<file path="config.mk">
export PLATFORM = sky130hd
export DESIGN_NAME = pool_stream_mc
export DESIGN_NICKNAME = d
export VERILOG_FILES = /design/src/rtl/lenet_pkg.sv /design/src/rtl/pool_lane.sv /design/src/rtl/pool_stream_mc.sv
export SDC_FILE = /design/constraint.sdc
export NUM_CORES = 1
export LEC_CHECK = 0
export CORE_MARGIN = 2
export CORE_UTILIZATION = 60
export CTS_CLUSTER_DIAMETER = 60
export DETAILED_ROUTE_END_ITERATION = 8
export GPL_TIMING_DRIVEN = 0
export PLACE_DENSITY = 0.88
export SLEW_MARGIN = 20
export SYNTH_ARGS = -nofsm -noshare
export SYNTH_HDL_FRONTEND = slang
export SYNTH_HIERARCHICAL = 1
export SYNTH_SLANG_ARGS = --single-unit
</file>
<file path="constraint.sdc">
create_clock -name clk -period 11.4 [get_ports clk]
set_clock_uncertainty 0.2 [all_clocks]
set_input_delay 2.85 -clock clk [delete_from_list [all_inputs] [get_ports clk]]
set_output_delay 2.85 -clock clk [all_outputs]
set_load 0.02 [all_outputs]
</file>
<file path="src/rtl/lenet_pkg.sv">
// Shared types for the LeNet-style streaming layers: sample width default,
// pooling mode and pooling FSM state encodings.
package lenet_pkg;

  localparam int DATA_W_DEF = 8;

  typedef enum logic {
    POOL_MAX = 1'b0,
    POOL_AVG = 1'b1
  } pool_mode_e;

  typedef enum logic {
    IDLE = 1'b0,
    RUN  = 1'b1
  } pool_state_e;

endpackage

</file>
<file path="src/rtl/pool_lane.sv">
// One channel of the 2x2 pooling datapath: horizontal pair register, line
// buffer of pair results from the even row, window combine and optional ReLU.
module pool_lane
  import lenet_pkg::*;
#(
  parameter int MAPSIZE = 28,
  parameter int DATA_W  = DATA_W_DEF,
  parameter int IDX_W   = 4
) (
  input  logic              clk,
  input  logic              rst_n,
  input  logic              clear,
  input  logic              accept,
  input  logic              col_odd,
  input  logic              row_odd,
  input  logic [IDX_W-1:0]  lb_idx,
  input  pool_mode_e        pool_mode,
  input  logic              relu_en,
  input  logic [DATA_W-1:0] sample,
  output logic [DATA_W-1:0] result
);

  localparam int ENTRIES = MAPSIZE / 2;

  logic signed [DATA_W-1:0] cur;
  logic signed [DATA_W-1:0] pair_q;
  logic signed [DATA_W:0]   pair_val;
  logic signed [DATA_W:0]   lb_val;
  logic signed [DATA_W:0]   win_max;
  logic signed [DATA_W+1:0] win_sum;
  logic signed [DATA_W-1:0] pooled;
  logic signed [DATA_W-1:0] win_out;
  logic signed [DATA_W:0]   lb_mem [ENTRIES];

  assign cur    = sample;
  assign lb_val = lb_mem[lb_idx];

  always_comb begin
    // NOTE: every always_comb output gets a default first so no path can infer a latch.
    pair_val = '0;
    win_max  = '0;
    win_sum  = '0;
    pooled   = '0;
    win_out  = '0;
    if (pool_mode == POOL_MAX) begin
      pair_val = (cur > pair_q) ? {cur[DATA_W-1], cur} : {pair_q[DATA_W-1], pair_q};
    end else begin
      pair_val = {pair_q[DATA_W-1], pair_q} + {cur[DATA_W-1], cur};
    end
    win_max = (pair_val > lb_val) ? pair_val : lb_val;
    win_sum = {lb_val[DATA_W], lb_val} + {pair_val[DATA_W], pair_val};
    // Dropping the two LSBs of the signed sum is the floor of sum/4.
    pooled  = (pool_mode == POOL_MAX) ? win_max[DATA_W-1:0] : win_sum[DATA_W+1:2];
    win_out = (relu_en && pooled[DATA_W-1]) ? '0 : pooled;
  end

  // NOTE: the line buffer has no reset; every entry is rewritten on an even row before an odd row reads it.
  always_ff @(posedge clk) begin
    if (accept && col_odd && !row_odd) begin
      lb_mem[lb_idx] <= pair_val;
    end
  end

  always_ff @(posedge clk or negedge rst_n) begin
    if (!rst_n) begin
      pair_q <= '0;
      result <= '0;
    end else begin
      if (clear) begin
        pair_q <= '0;
      end else if (accept && !col_odd) begin
        pair_q <= cur;
      end
      if (accept && col_odd && row_odd) begin
        result <= win_out;
      end
    end
  end

endmodule

</file>
<file path="src/rtl/pool_stream_mc.sv">
// Streaming multi-channel 2x2/stride-2 max or average pooling over a raster
// feature map; raster counters and frame FSM shared by all channel lanes.
module pool_stream_mc
  import lenet_pkg::*;
#(
  parameter int MAPSIZE  = 28,
  parameter int CHANNELS = 6,
  parameter int DATA_W   = DATA_W_DEF
) (
  input  logic                       clk,
  input  logic                       rst_n,
  input  logic                       start,
  input  logic                       pool_mode,
  input  logic                       relu_en,
  input  logic                       data_valid_in,
  input  logic [CHANNELS*DATA_W-1:0] pixel_in,
  output logic                       data_valid_out,
  output logic [CHANNELS*DATA_W-1:0] pixel_out,
  output logic                       layer_done,
  output logic                       busy
);

  localparam int CNT_W = $clog2(MAPSIZE);
  localparam int IDX_W = (MAPSIZE > 2) ? $clog2(MAPSIZE / 2) : 1;
  localparam logic [CNT_W-1:0] LAST = CNT_W'(MAPSIZE - 1);

  if (MAPSIZE < 2 || (MAPSIZE % 2) != 0) begin : g_bad_mapsize
    $error("pool_stream_mc: MAPSIZE must be even and >= 2");
  end

  pool_state_e      state;
  pool_mode_e       mode_q;
  logic             relu_q;
  logic [CNT_W-1:0] row;
  logic [CNT_W-1:0] col;
  logic             accept;
  logic             emit;
  logic             last_px;
  logic [IDX_W-1:0] lb_idx;

  // A start pulse always wins over a coincident pixel.
  assign accept  = (state == RUN) && data_valid_in && !start;
  assign emit    = accept && row[0] && col[0];
  assign last_px = (row == LAST) && (col == LAST);
  assign lb_idx  = IDX_W'(col >> 1);

  // NOTE: sequential state uses non-blocking assignments so every register samples pre-edge values.
  always_ff @(posedge clk or negedge rst_n) begin
    if (!rst_n) begin
      state          <= IDLE;
      busy           <= 1'b0;
      row            <= '0;
      col            <= '0;
      mode_q         <= POOL_MAX;
      relu_q         <= 1'b0;
      data_valid_out <= 1'b0;
      layer_done     <= 1'b0;
    end else begin
      data_valid_out <= emit;
      layer_done     <= emit && last_px;
      if (start) begin
        state  <= RUN;
        busy   <= 1'b1;
        row    <= '0;
        col    <= '0;
        mode_q <= pool_mode_e'(pool_mode);
        relu_q <= relu_en;
      end else if (accept) begin
        if (col == LAST) begin
          col <= '0;
          if (row == LAST) begin
            row   <= '0;
            state <= IDLE;
            busy  <= 1'b0;
          end else begin
            row <= row + 1'b1;
          end
        end else begin
          col <= col + 1'b1;
        end
      end
    end
  end

  for (genvar c = 0; c < CHANNELS; c++) begin : g_lane
    pool_lane #(
      .MAPSIZE(MAPSIZE),
      .DATA_W (DATA_W),
      .IDX_W  (IDX_W)
    ) u_lane (
      .clk      (clk),
      .rst_n    (rst_n),
      .clear    (start),
      .accept   (accept),
      .col_odd  (col[0]),
      .row_odd  (row[0]),
      .lb_idx   (lb_idx),
      .pool_mode(mode_q),
      .relu_en  (relu_q),
      .sample   (pixel_in[c*DATA_W +: DATA_W]),
      .result   (pixel_out[c*DATA_W +: DATA_W])
    );
  end

endmodule

</file>
# Yosys cells after proc, flatten, opt, wreduce, memory -nomap -nowiden

Memories as Yosys holds them, arrays and structs flattened.
Cells that the tools add are included.

Add/sub/neg operators: 14
$lt $le $gt $ge: 12
Equality and inequality tests: 2
Muxes and demuxes: 55
Reductions and logical operators: 25

Operators by type and width:

| operator                                    | count |
|---|---|
| two-way mux 8 bit                           | 30 |
| two-way mux 9 bit                           | 12 |
| adder 9 x 9 -> 10 bit                       | 6 |
| adder 8 x 8 -> 9 bit                        | 6 |
| > comparator 9 bit                          | 6 |
| > comparator 8 bit                          | 6 |
| two-way mux 5 bit                           | 7 |
| logical AND 1 bit                           | 16 |
| adder 5 x 1 -> 5 bit, second input constant | 2 |
| == test 5 bit, second input constant        | 2 |
| nonzero test 2 bit                          | 4 |
| two-way mux 1 bit                           | 6 |
| logical NOT 1 bit                           | 3 |
| AND reduction 3 bit                         | 1 |
| AND reduction 2 bit                         | 1 |

Flip-flop bits (word level): 111
RAM bits: 756
Output and inout bits: 51
Logic and storage cells: 133
Memories kept: 6

Memory list:

| memory                  | words | bits a word | read ports | clocked after memory_dff | write ports | RTL line        | RTL |
|---|---|---|---|---|---|---|---|
| g_lane[0].u_lane.lb_mem | 14    | 9           | 1          | 0                        | 1           | pool_lane.sv:33 | `logic signed [DATA_W:0] lb_mem [ENTRIES];` |
| g_lane[1].u_lane.lb_mem | 14    | 9           | 1          | 0                        | 1           | pool_lane.sv:33 |  |
| g_lane[2].u_lane.lb_mem | 14    | 9           | 1          | 0                        | 1           | pool_lane.sv:33 |  |
| g_lane[3].u_lane.lb_mem | 14    | 9           | 1          | 0                        | 1           | pool_lane.sv:33 |  |
| g_lane[4].u_lane.lb_mem | 14    | 9           | 1          | 0                        | 1           | pool_lane.sv:33 |  |
| g_lane[5].u_lane.lb_mem | 14    | 9           | 1          | 0                        | 1           | pool_lane.sv:33 |  |

# Longest topological paths before layout

Gate-level depths: netlist of run 1.

Word-level depth: 8
Mapped depth: 20
Mapped depth without buffers: 17

# Modules after synthesis

Netlist of run 1, hierarchy kept.

By module, submodules not included:

| module                            | instances | cells an instance | area each (um^2) | seq. area each (um^2) |
|---|---|---|---|---|
| pool_lane at g_lane[3].u_lane ... | 3         | 494               | 7065.5           | 4184.0 |
| pool_lane at g_lane[2].u_lane     | 1         | 495               | 7095.6           | 4184.0 |
| pool_lane at g_lane[1].u_lane     | 1         | 503               | 6972.9           | 4184.0 |
| pool_lane at g_lane[0].u_lane     | 1         | 501               | 6969.2           | 4184.0 |
| pool_stream_mc                    | 1         | 71                | 747.0            | 375.4 |

# Worst setup path before layout of run 1

Ideal clock, no wire load.

Path kind: input to register
Start point: input pixel_in[29]
End point: register g_lane[3].u_lane.result[0]
Data arrival time: 7210 ps
Setup slack: 3847 ps
Stages: 14
Path through: ha_1 -> a211oi_1 -> o22ai_1 -> o31a_1 -> nor3_1 -> nor3_4 -> nor3_1 -> ha_1 -> nand2b_2 -> a2111oi_2 -> o31ai_2 -> a311o_2 -> a211oi_4 -> a211oi_2

Word-level cells in the longest chain between the ends: 8
Elaborated cells between the ends (all ways): 10
Classes of those cells: 2 x add/sub; 2 x order compare; 5 x mux; 1 x reduce/logical

RTL lines:

| what                             | RTL line             | RTL |
|---|---|---|
| start: declaration               | pool_stream_mc.sv:16 | `input logic [CHANNELS*DATA_W-1:0] pixel_in,` |
| > comparator 8 bit               | pool_lane.sv:46      | `pair_val = (cur > pair_q) ? {cur[DATA_W-1], cur} : {pair_q[DATA_W-1], pair_q};` |
| two-way mux 9 bit                | pool_lane.sv:46      |  |
| two-way mux 9 bit *              | pool_lane.sv:45      | `if (pool_mode == POOL_MAX) begin` |
| via g_lane[3].u_lane.pair_val[7] | pool_lane.sv:27      | `logic signed [DATA_W:0] pair_val;` |
| > comparator 9 bit               | pool_lane.sv:50      | `win_max = (pair_val > lb_val) ? pair_val : lb_val;` |
| two-way mux 8 bit                | pool_lane.sv:50      |  |
| two-way mux 8 bit *              | pool_lane.sv:53      | `pooled = (pool_mode == POOL_MAX) ? win_max[DATA_W-1:0] : win_sum[DATA_W+1:2];` |
| logical AND 1 bit                | pool_lane.sv:54      | `win_out = (relu_en && pooled[DATA_W-1]) ? '0 : pooled;` |
| two-way mux 8 bit *              | pool_lane.sv:54      |  |
| end signal: assignment           | pool_lane.sv:75      | `result <= win_out;` |
| end: declaration                 | pool_lane.sv:20      | `output logic [DATA_W-1:0] result` |

The timed path passes the listed nets; every way through them passes the cells marked *.
A chain may end at the register's enable or synchronous reset.

# Final worst setup path of run 1

Start point: input pixel_in[31]
End point: register g_lane[3].u_lane.result[3]

Word-level cells in the longest chain between the ends: 8
Elaborated cells between the ends (all ways): 10
Classes of those cells: 2 x add/sub; 2 x order compare; 5 x mux; 1 x reduce/logical

RTL lines:

| what                             | RTL line |
|---|---|
| > comparator 8 bit *             | pool_lane.sv:46 |
| two-way mux 9 bit *              | pool_lane.sv:46 |
| two-way mux 9 bit *              | pool_lane.sv:45 |
| via g_lane[3].u_lane.pair_val[2] | pool_lane.sv:27 |
| > comparator 9 bit               | pool_lane.sv:50 |
| two-way mux 8 bit                | pool_lane.sv:50 |
| two-way mux 8 bit *              | pool_lane.sv:53 |
| logical AND 1 bit                | pool_lane.sv:54 |
| two-way mux 8 bit *              | pool_lane.sv:54 |

Marks and branches as above.

==> impl_metrics.json, run 1 <==
{
  "cts-buffers-inserted": 90,
  "routed_wl_um": 111000,
  "synth_flop_cell": "edfxtp_1",
  "route.detailed.drc": 0,
  "power_density_nw_per_um2": 160,
  "cp-end-kind": "flip-flop",
  "yosys.area.top_type_share_pct": 52.8,
  "dr.first_iter.drc_count": 3411,
  "critical_path_class": "in -> reg",
  "cts.path.max_buffers": 3,
  "netlist_instances": 3052,
  "place_congestion": 0.900,
  "crit_arrival_ps": 8690,
  "htreeDepth": 3,
  "post_cts_buffers": 0,
  "grt_pass1_vias": 28900,
  "fin_crit_ps": 8370,
  "maxSlewViolCount": 0,
  "synth_cell_type_count": 110,
  "setup_tns_ps": 0,
  "antenna_found_initial": 4,
  "ir_worst_vdd_mv": 0.150,
  "cts-root-buf": "clkbuf_16",
  "row_count": 98,
  "cp_max_fo": 16,
  "syn_to_final_growth_pct": 13.2,
  "crit_buf_inv": 2,
  "clk_pin_slew_ps": 60,
  "synthesis.nets": 3318,
  "finalHoldViolations": 0,
  "cpPeakStageDelay_ps": 710,
  "synth.most_common_cell": "edfxtp_1",
  "cts_hold_buf": 0,
  "slowest_stage": "clkdlybuf4s50_1",
  "via_per_inst": 6.57,
  "gr-total-overflow": 0,
  "yosys_register_bits": 867,
  "leakagePower_nw": 17.0,
  "avgRoutedWirePerCell_um": 25.8,
  "dp_hpwl_um": 71000,
  "crit_chain": "clkdlybuf4s50_1 -> ha_1 -> buf_2 -> nand4_1 -> o22a_1 -> and3_1 -> nor2_1 -> mux2i_1 -> a21oi_2 -> ha_1 -> or4_4 -> nor4_4 -> o31ai_2 -> a311o_2 -> a211oi_4 -> a211oi_2",
  "synth-edff-count": 756,
  "vias": 28200,
  "total_power_mw": 7.80,
  "clock_sinks": 867,
  "die_x_um": 272,
  "firstDrtPassIters": 7,
  "hold_path.class": "reg -> reg",
  "final_util_pct": 68.3,
  "hold_slack_ps": 302,
  "core_um2": 71200,
  "yosysWarnings": 6,
  "crit_family": "compound AO/OA/AOI/OAI gates",
  "synthTopCellsByCount": "edfxtp_1 (756), nor2_1 (260), a21oi_1 (207)",
  "relSlewSlack_pct": 22.7,
  "multi_input_area_um2": 16300,
  "tritoncts": "done",
  "fillers": 4470,
  "die_h_um": 272,
  "ys_seq_area_share_pct": 59.3,
  "seq_area_um2": 25500,
  "io_buffers": 104,
  "io_pins": 105,
  "grt_max_degree": 72,
  "setup_violations": 0,
  "final_antenna_net_count": 0,
  "tightest_slew_ps": 1160,
  "synthArstFlopShare_pct": 12.8,
  "die_area_um2": 73800,
  "synth_area_leaders": "edfxtp_1 (53%), mux4_2 (8.5%), dfrtp_1 (6.5%), ha_1 (6.0%), a21oi_1 (2.4%)",
  "netlist_area_um2": 43000,
  "finalNetCount": 3532,
  "cap_viol_max_count": 0,
  "cp.required_ps": 11720,
  "start_util_pct": 60.3,
  "grt_usage_pct": 30.0,
  "min_period_over_period_pct": 73.4,
  "grt_pass1_wl_um": 169000,
  "syn_area_per_cell_um2": 14.1,
  "postCtsResizedCells": 0,
  "startpoint_type": "input pin",
  "crit_top_cell": "ha_1",
  "synth_area_leader_cell": "edfxtp_1",
  "drive_gt1_share_pct": 17.8,
  "status": "complete, no violations",
  "rsz0062_at_grt": "false",
  "max_freq_ghz": 0.120,
  "clk-insertion-delay-late_ps": 660
}
## path summary, 6_finish.rpt
check	from	endpoint	slack, ps	cells past startpoint
min in group asynchronous	rst_n	g_lane[4].u_lane/pair_q[7]	1880	1
worst min-delay path	g_lane[2].u_lane/result[7]	g_lane[2].u_lane/result[7]	300	2
worst min register to register	g_lane[2].u_lane/result[7]	g_lane[2].u_lane/result[7]	300	2
worst max-delay path	pixel_in[31]	g_lane[3].u_lane/result[3]	3030	16
worst max register to register	g_lane[4].u_lane/pair_q[7]	g_lane[4].u_lane/result[2]	5530	17
max in group asynchronous	rst_n	g_lane[5].u_lane/pair_q[3]	8370	2
## layout make-up
class / count / share of cell area [%]
inverters: 164 / 1.26
clock inverters: 57 / 1.37
repair buffers: 122 / 2.62
multi-input cells: 1894 / 33.6
flip-flops and latches: 867 / 52.4
diodes: 1 / 0.00514
plain buffers: 127 / 1.51
clock buffers: 111 / 4.83
well taps: 950 / 2.44
## metal layers
metal / share of wire (%) / global-route usage [%] / vias to the layer above
met5: 0.026 / 0 / -
met2: 50 / 51.3 / 1762
met1: 36 / 37.2 / 13900
met4: 4.1 / 12.5 / 4
met3: 9.3 / 6.42 / 406
li1: - / - / 12100
## layout by cell type (no fill, tap or decap), types with 22 or more instances in the layout
| cell | synthesis | routed |
|---|---|---|
| mux2i_1 | 81 | 73 |
| a21o_1 | 34 | 34 |
| clkbuf_16 | 0 | 90 |
| buf_2 | 25 | 26 |
| nor2_1 | 260 | 258 |
| nor2b_1 | 23 | 23 |
| clkdlybuf4s50_1 | 0 | 102 |
| mux2_2 | 56 | 56 |
| nand3_1 | 40 | 40 |
| buf_4 | 11 | 22 |
| a21oi_2 | 10 | 23 |
| o21ai_0 | 83 | 82 |
| dfrtp_1 | 111 | 106 |
| inv_1 | 162 | 162 |
| xnor2_1 | 46 | 46 |
| clkbuf_1 | 49 | 68 |
| nand2_1 | 157 | 157 |
| nor3_1 | 42 | 36 |
| edfxtp_1 | 756 | 756 |
| o21a_1 | 24 | 24 |
| a21oi_1 | 207 | 194 |
| nand2b_1 | 48 | 48 |
| o22ai_1 | 48 | 48 |
| mux4_2 | 162 | 162 |
| ha_1 | 206 | 206 |
## tightest hold or removal path: stages (launching register included)
cell     delay [ps]
dfrtp_1         350
nand2_1          60
o31ai_1          60
## cell families after synthesis
kind of cell | Yosys count | synth area share (%)
flops | 867 | 59.3
simple gates | 680 | 7.87
compound gates | 643 | 10.4
mux | 303 | 11.9
buf+inv | 291 | 3.14
fa+ha+maj | 212 | 6.28
xor+xnor | 56 | 1.14
## power breakdown
part	total (mW)	internal, mW	switching, mW	leakage (nW)
clock network	2.97	1.68	1.29	1.46
registers	3.61	3.59	0.0209	8.32
logic	1.22	0.445	0.779	7.21
## registers in the layout, indices dropped and copies added (netlist names)
register,flops
data_valid_out,1
col,5
g_lane.u_lane/result,48
relu_q,1
mode_q,1
state,1
layer_done,1
g_lane.u_lane/lb_mem,756
g_lane.u_lane/pair_q,48
row,5
## metrics by stage
stage	std cells	cell area, um2	worst slack [ps]
6_report	4293	48700	3030
5_1_grt	4292	48700	2660
4_1_cts	4291	48600	2750
3_5_place_dp	4123	45600	2080
3_3_place_gp	4106	45200	2030
2_1_floorplan	3052	43000	3850
Note: power is estimated with default switching activity, not from simulation.
==> run 2: changes to the inputs <==
--- a/config.mk
+++ b/config.mk
@@ -6,11 +6,11 @@
 export NUM_CORES = 1
 export LEC_CHECK = 0
 export CORE_MARGIN = 2
-export CORE_UTILIZATION = 60
+export CORE_UTILIZATION = 56
 export CTS_CLUSTER_DIAMETER = 60
 export DETAILED_ROUTE_END_ITERATION = 8
 export GPL_TIMING_DRIVEN = 0
-export PLACE_DENSITY = 0.88
+export PLACE_DENSITY = 0.86
 export SLEW_MARGIN = 20
 export SYNTH_ARGS = -nofsm -noshare
 export SYNTH_HDL_FRONTEND = slang
==> constraint.sdc (replaced) <==
create_clock -name clk -period 6.92 [get_ports clk]
set_clock_uncertainty 0.2 [all_clocks]
set_input_delay 1.73 -clock clk [delete_from_list [all_inputs] [get_ports clk]]
set_output_delay 1.73 -clock clk [all_outputs]
set_load 0.02 [all_outputs]
==> impl_metrics.json, run 2 (synthesized netlist as in run 1, its figures left out) <==
{
  "cts-buffers-inserted": 88,
  "cp.required_ps": 7210,
  "io_buffers": 104,
  "crit_top_cell": "ha_1",
  "tightest_slew_ps": 1220,
  "min_period_over_period_pct": 96.3,
  "dp_worst_setup_slack_ps": -898,
  "status": "complete, no violations",
  "crit_arrival_ps": 6950,
  "maxSlewViolCount": 0,
  "place_congestion": 0.896,
  "hold_slack_ps": 289,
  "startpoint_type": "input pin",
  "io_pins": 105,
  "drive_gt1_share_pct": 17.7,
  "setup_ws_ps": 258,
  "gr-total-overflow": 0,
  "syn_to_final_growth_pct": 13.4,
  "grt_pass1_vias": 28200,
  "setup_tns_ps": 0,
  "routed_wl_um": 110000,
  "slowest_stage": "or4_4",
  "grt_max_degree": 81,
  "die_area_um2": 79000,
  "crit_family": "compound AO/OA/AOI/OAI gates",
  "clk-insertion-delay-late_ps": 660,
  "wl_met2_um": 54900,
  "cp-end-kind": "flip-flop",
  "route.detailed.drc": 0,
  "vias": 27900,
  "grt_pass1_wl_um": 167000,
  "leakagePower_nw": 16.9,
  "clock_sinks": 867,
  "post_cts_buffers": 0,
  "clk_pin_slew_ps": 70,
  "top_layer_used": "met5",
  "core_um2": 75900,
  "wl_met3_um": 9850,
  "crit_chain": "clkdlybuf4s50_1 -> ha_1 -> and4_1 -> o2111ai_1 -> and3_1 -> nor2_2 -> mux2i_1 -> a21oi_4 -> ha_1 -> or4_4 -> nor4_4 -> o31ai_2 -> a311o_2 -> a211oi_4 -> a211oi_2",
  "htreeDepth": 3,
  "cts.path.max_buffers": 3,
  "largest_reg_flops": 756,
  "row_count": 101,
  "dp_hpwl_um": 71100,
  "hold_path.class": "reg -> reg",
  "fillers": 5137,
  "final_antenna_net_count": 0,
  "die_h_um": 281,
  "r2r_setup_slack_ps": 1210,
  "final_cell_mix": "edfxtp_1 (756), nor2_1 (256), ha_1 (206), a21oi_1 (193)",
  "cap_viol_max_count": 0,
  "top_register": "g_lane.u_lane/lb_mem",
  "tritoncts": "done",
  "setup_violations": 0,
  "die_x_um": 281,
  "cts-root-buf": "clkbuf_16",
  "start_util_pct": 56.6,
  "via_per_inst": 6.39,
  "power_density_nw_per_um2": 261,
  "antenna_found_initial": 8,
  "finalHoldViolations": 0,
  "grt_usage_pct": 28.0,
  "avgRoutedWirePerCell_um": 25.1,
  "relSlewSlack_pct": 18.5,
  "final_common_cell": "edfxtp_1",
  "met1Wirelength_um": 40800,
  "ir_worst_vdd_mv": 0.239,
  "top_regs": "g_lane.u_lane/lb_mem x756, g_lane.u_lane/pair_q x48, g_lane.u_lane/result x48",
  "fin_crit_ps": 6660,
  "total_power_mw": 12.7,
  "firstDrtPassIters": 5,
  "max_freq_ghz": 0.150,
  "critical_path_class": "in -> reg",
  "crit_buf_inv": 1,
  "dr.first_iter.drc_count": 3501,
  "finalNetCount": 3526,
  "final_util_pct": 64.2,
  "cpPeakStageDelay_ps": 560,
  "cp_max_fo": 16,
  "rsz0062_at_grt": "false"
}
run 2: cell count changes in the layout (fill, tap and decap cells not counted), sizes merged:
cell           previous run  this run
inv                     174       170
buf                      83        78
bufinv                    8         6
clkdlybuf4s50           102       103
diode                     1         5
clkbuf                  173       175
run 2: worst paths after layout:
check / startpoint / endpoint / depth (start not counted)
setup reg to reg: col[2] / g_lane[5].u_lane/result[3] / 13
hold reg to reg: g_lane[2].u_lane/result[3] / g_lane[2].u_lane/result[3] / 1
min in group asynchronous: rst_n / g_lane[4].u_lane/pair_q[5] / 1
setup / recovery: pixel_in[46] / g_lane[5].u_lane/result[3] / 15
hold / removal: g_lane[2].u_lane/result[3] / g_lane[2].u_lane/result[3] / 1
max in group asynchronous: rst_n / g_lane[5].u_lane/pair_q[1] / 2
run 2: layer usage:
| metal | up-vias | track usage [%] |
|---|---|---|
| met1 | 13800 | 35.8 |
| li1 | 12100 | - |
| met4 | 2 | 10.4 |
| met5 | - | 0 |
| met3 | 318 | 4.89 |
| met2 | 1634 | 47.8 |
run 2: cell type report:
type | count | area, um2 | area share (%)
Antenna cell | 5 | 12.5 | 0.0257
Buffer | 127 | 733 | 1.50
Clock buffer | 113 | 2360 | 4.84
Clock inverter | 51 | 566 | 1.16
Inverter | 164 | 616 | 1.26
Multi-Input combinational cell | 1894 | 16400 | 33.7
Sequential cell | 867 | 25500 | 52.3
Tap cell | 1030 | 1290 | 2.64
Timing Repair Buffer | 118 | 1230 | 2.52
run 2: what timing repair did:
item | CTS | global route
endpoints found under the setup margin | 15 | 32
pin swaps | 0 | 2
hold endpoints to repair | 0 | 0
resized for setup | 4 | 12
hold buffers | 0 | 0
gates cloned | 0 | 0
run 2: worst reg2reg max path, delay by kind of cell, from the launching register on:
kind,cells,cell delay [ps]
flops,1,900
compound gates,5,1540
mux,2,640
fa+ha+maj,1,380
buf+inv,3,1090
simple gates,2,780
run 2: power by group:
group	internal [mW]	switching, mW	total (mW)	leakage [nW]
clock network	2.69	2.09	4.78	1.42
registers	5.91	0.0373	5.95	8.32
logic	0.733	1.28	2.01	7.20
run 2: through the flow:
step,instances,instance area (um2)
after floorplan,3052,43000
after global placement,4186,45300
after detailed placement,4200,45700
after CTS,4364,48600
after global routing,4367,48700
final,4369,48700
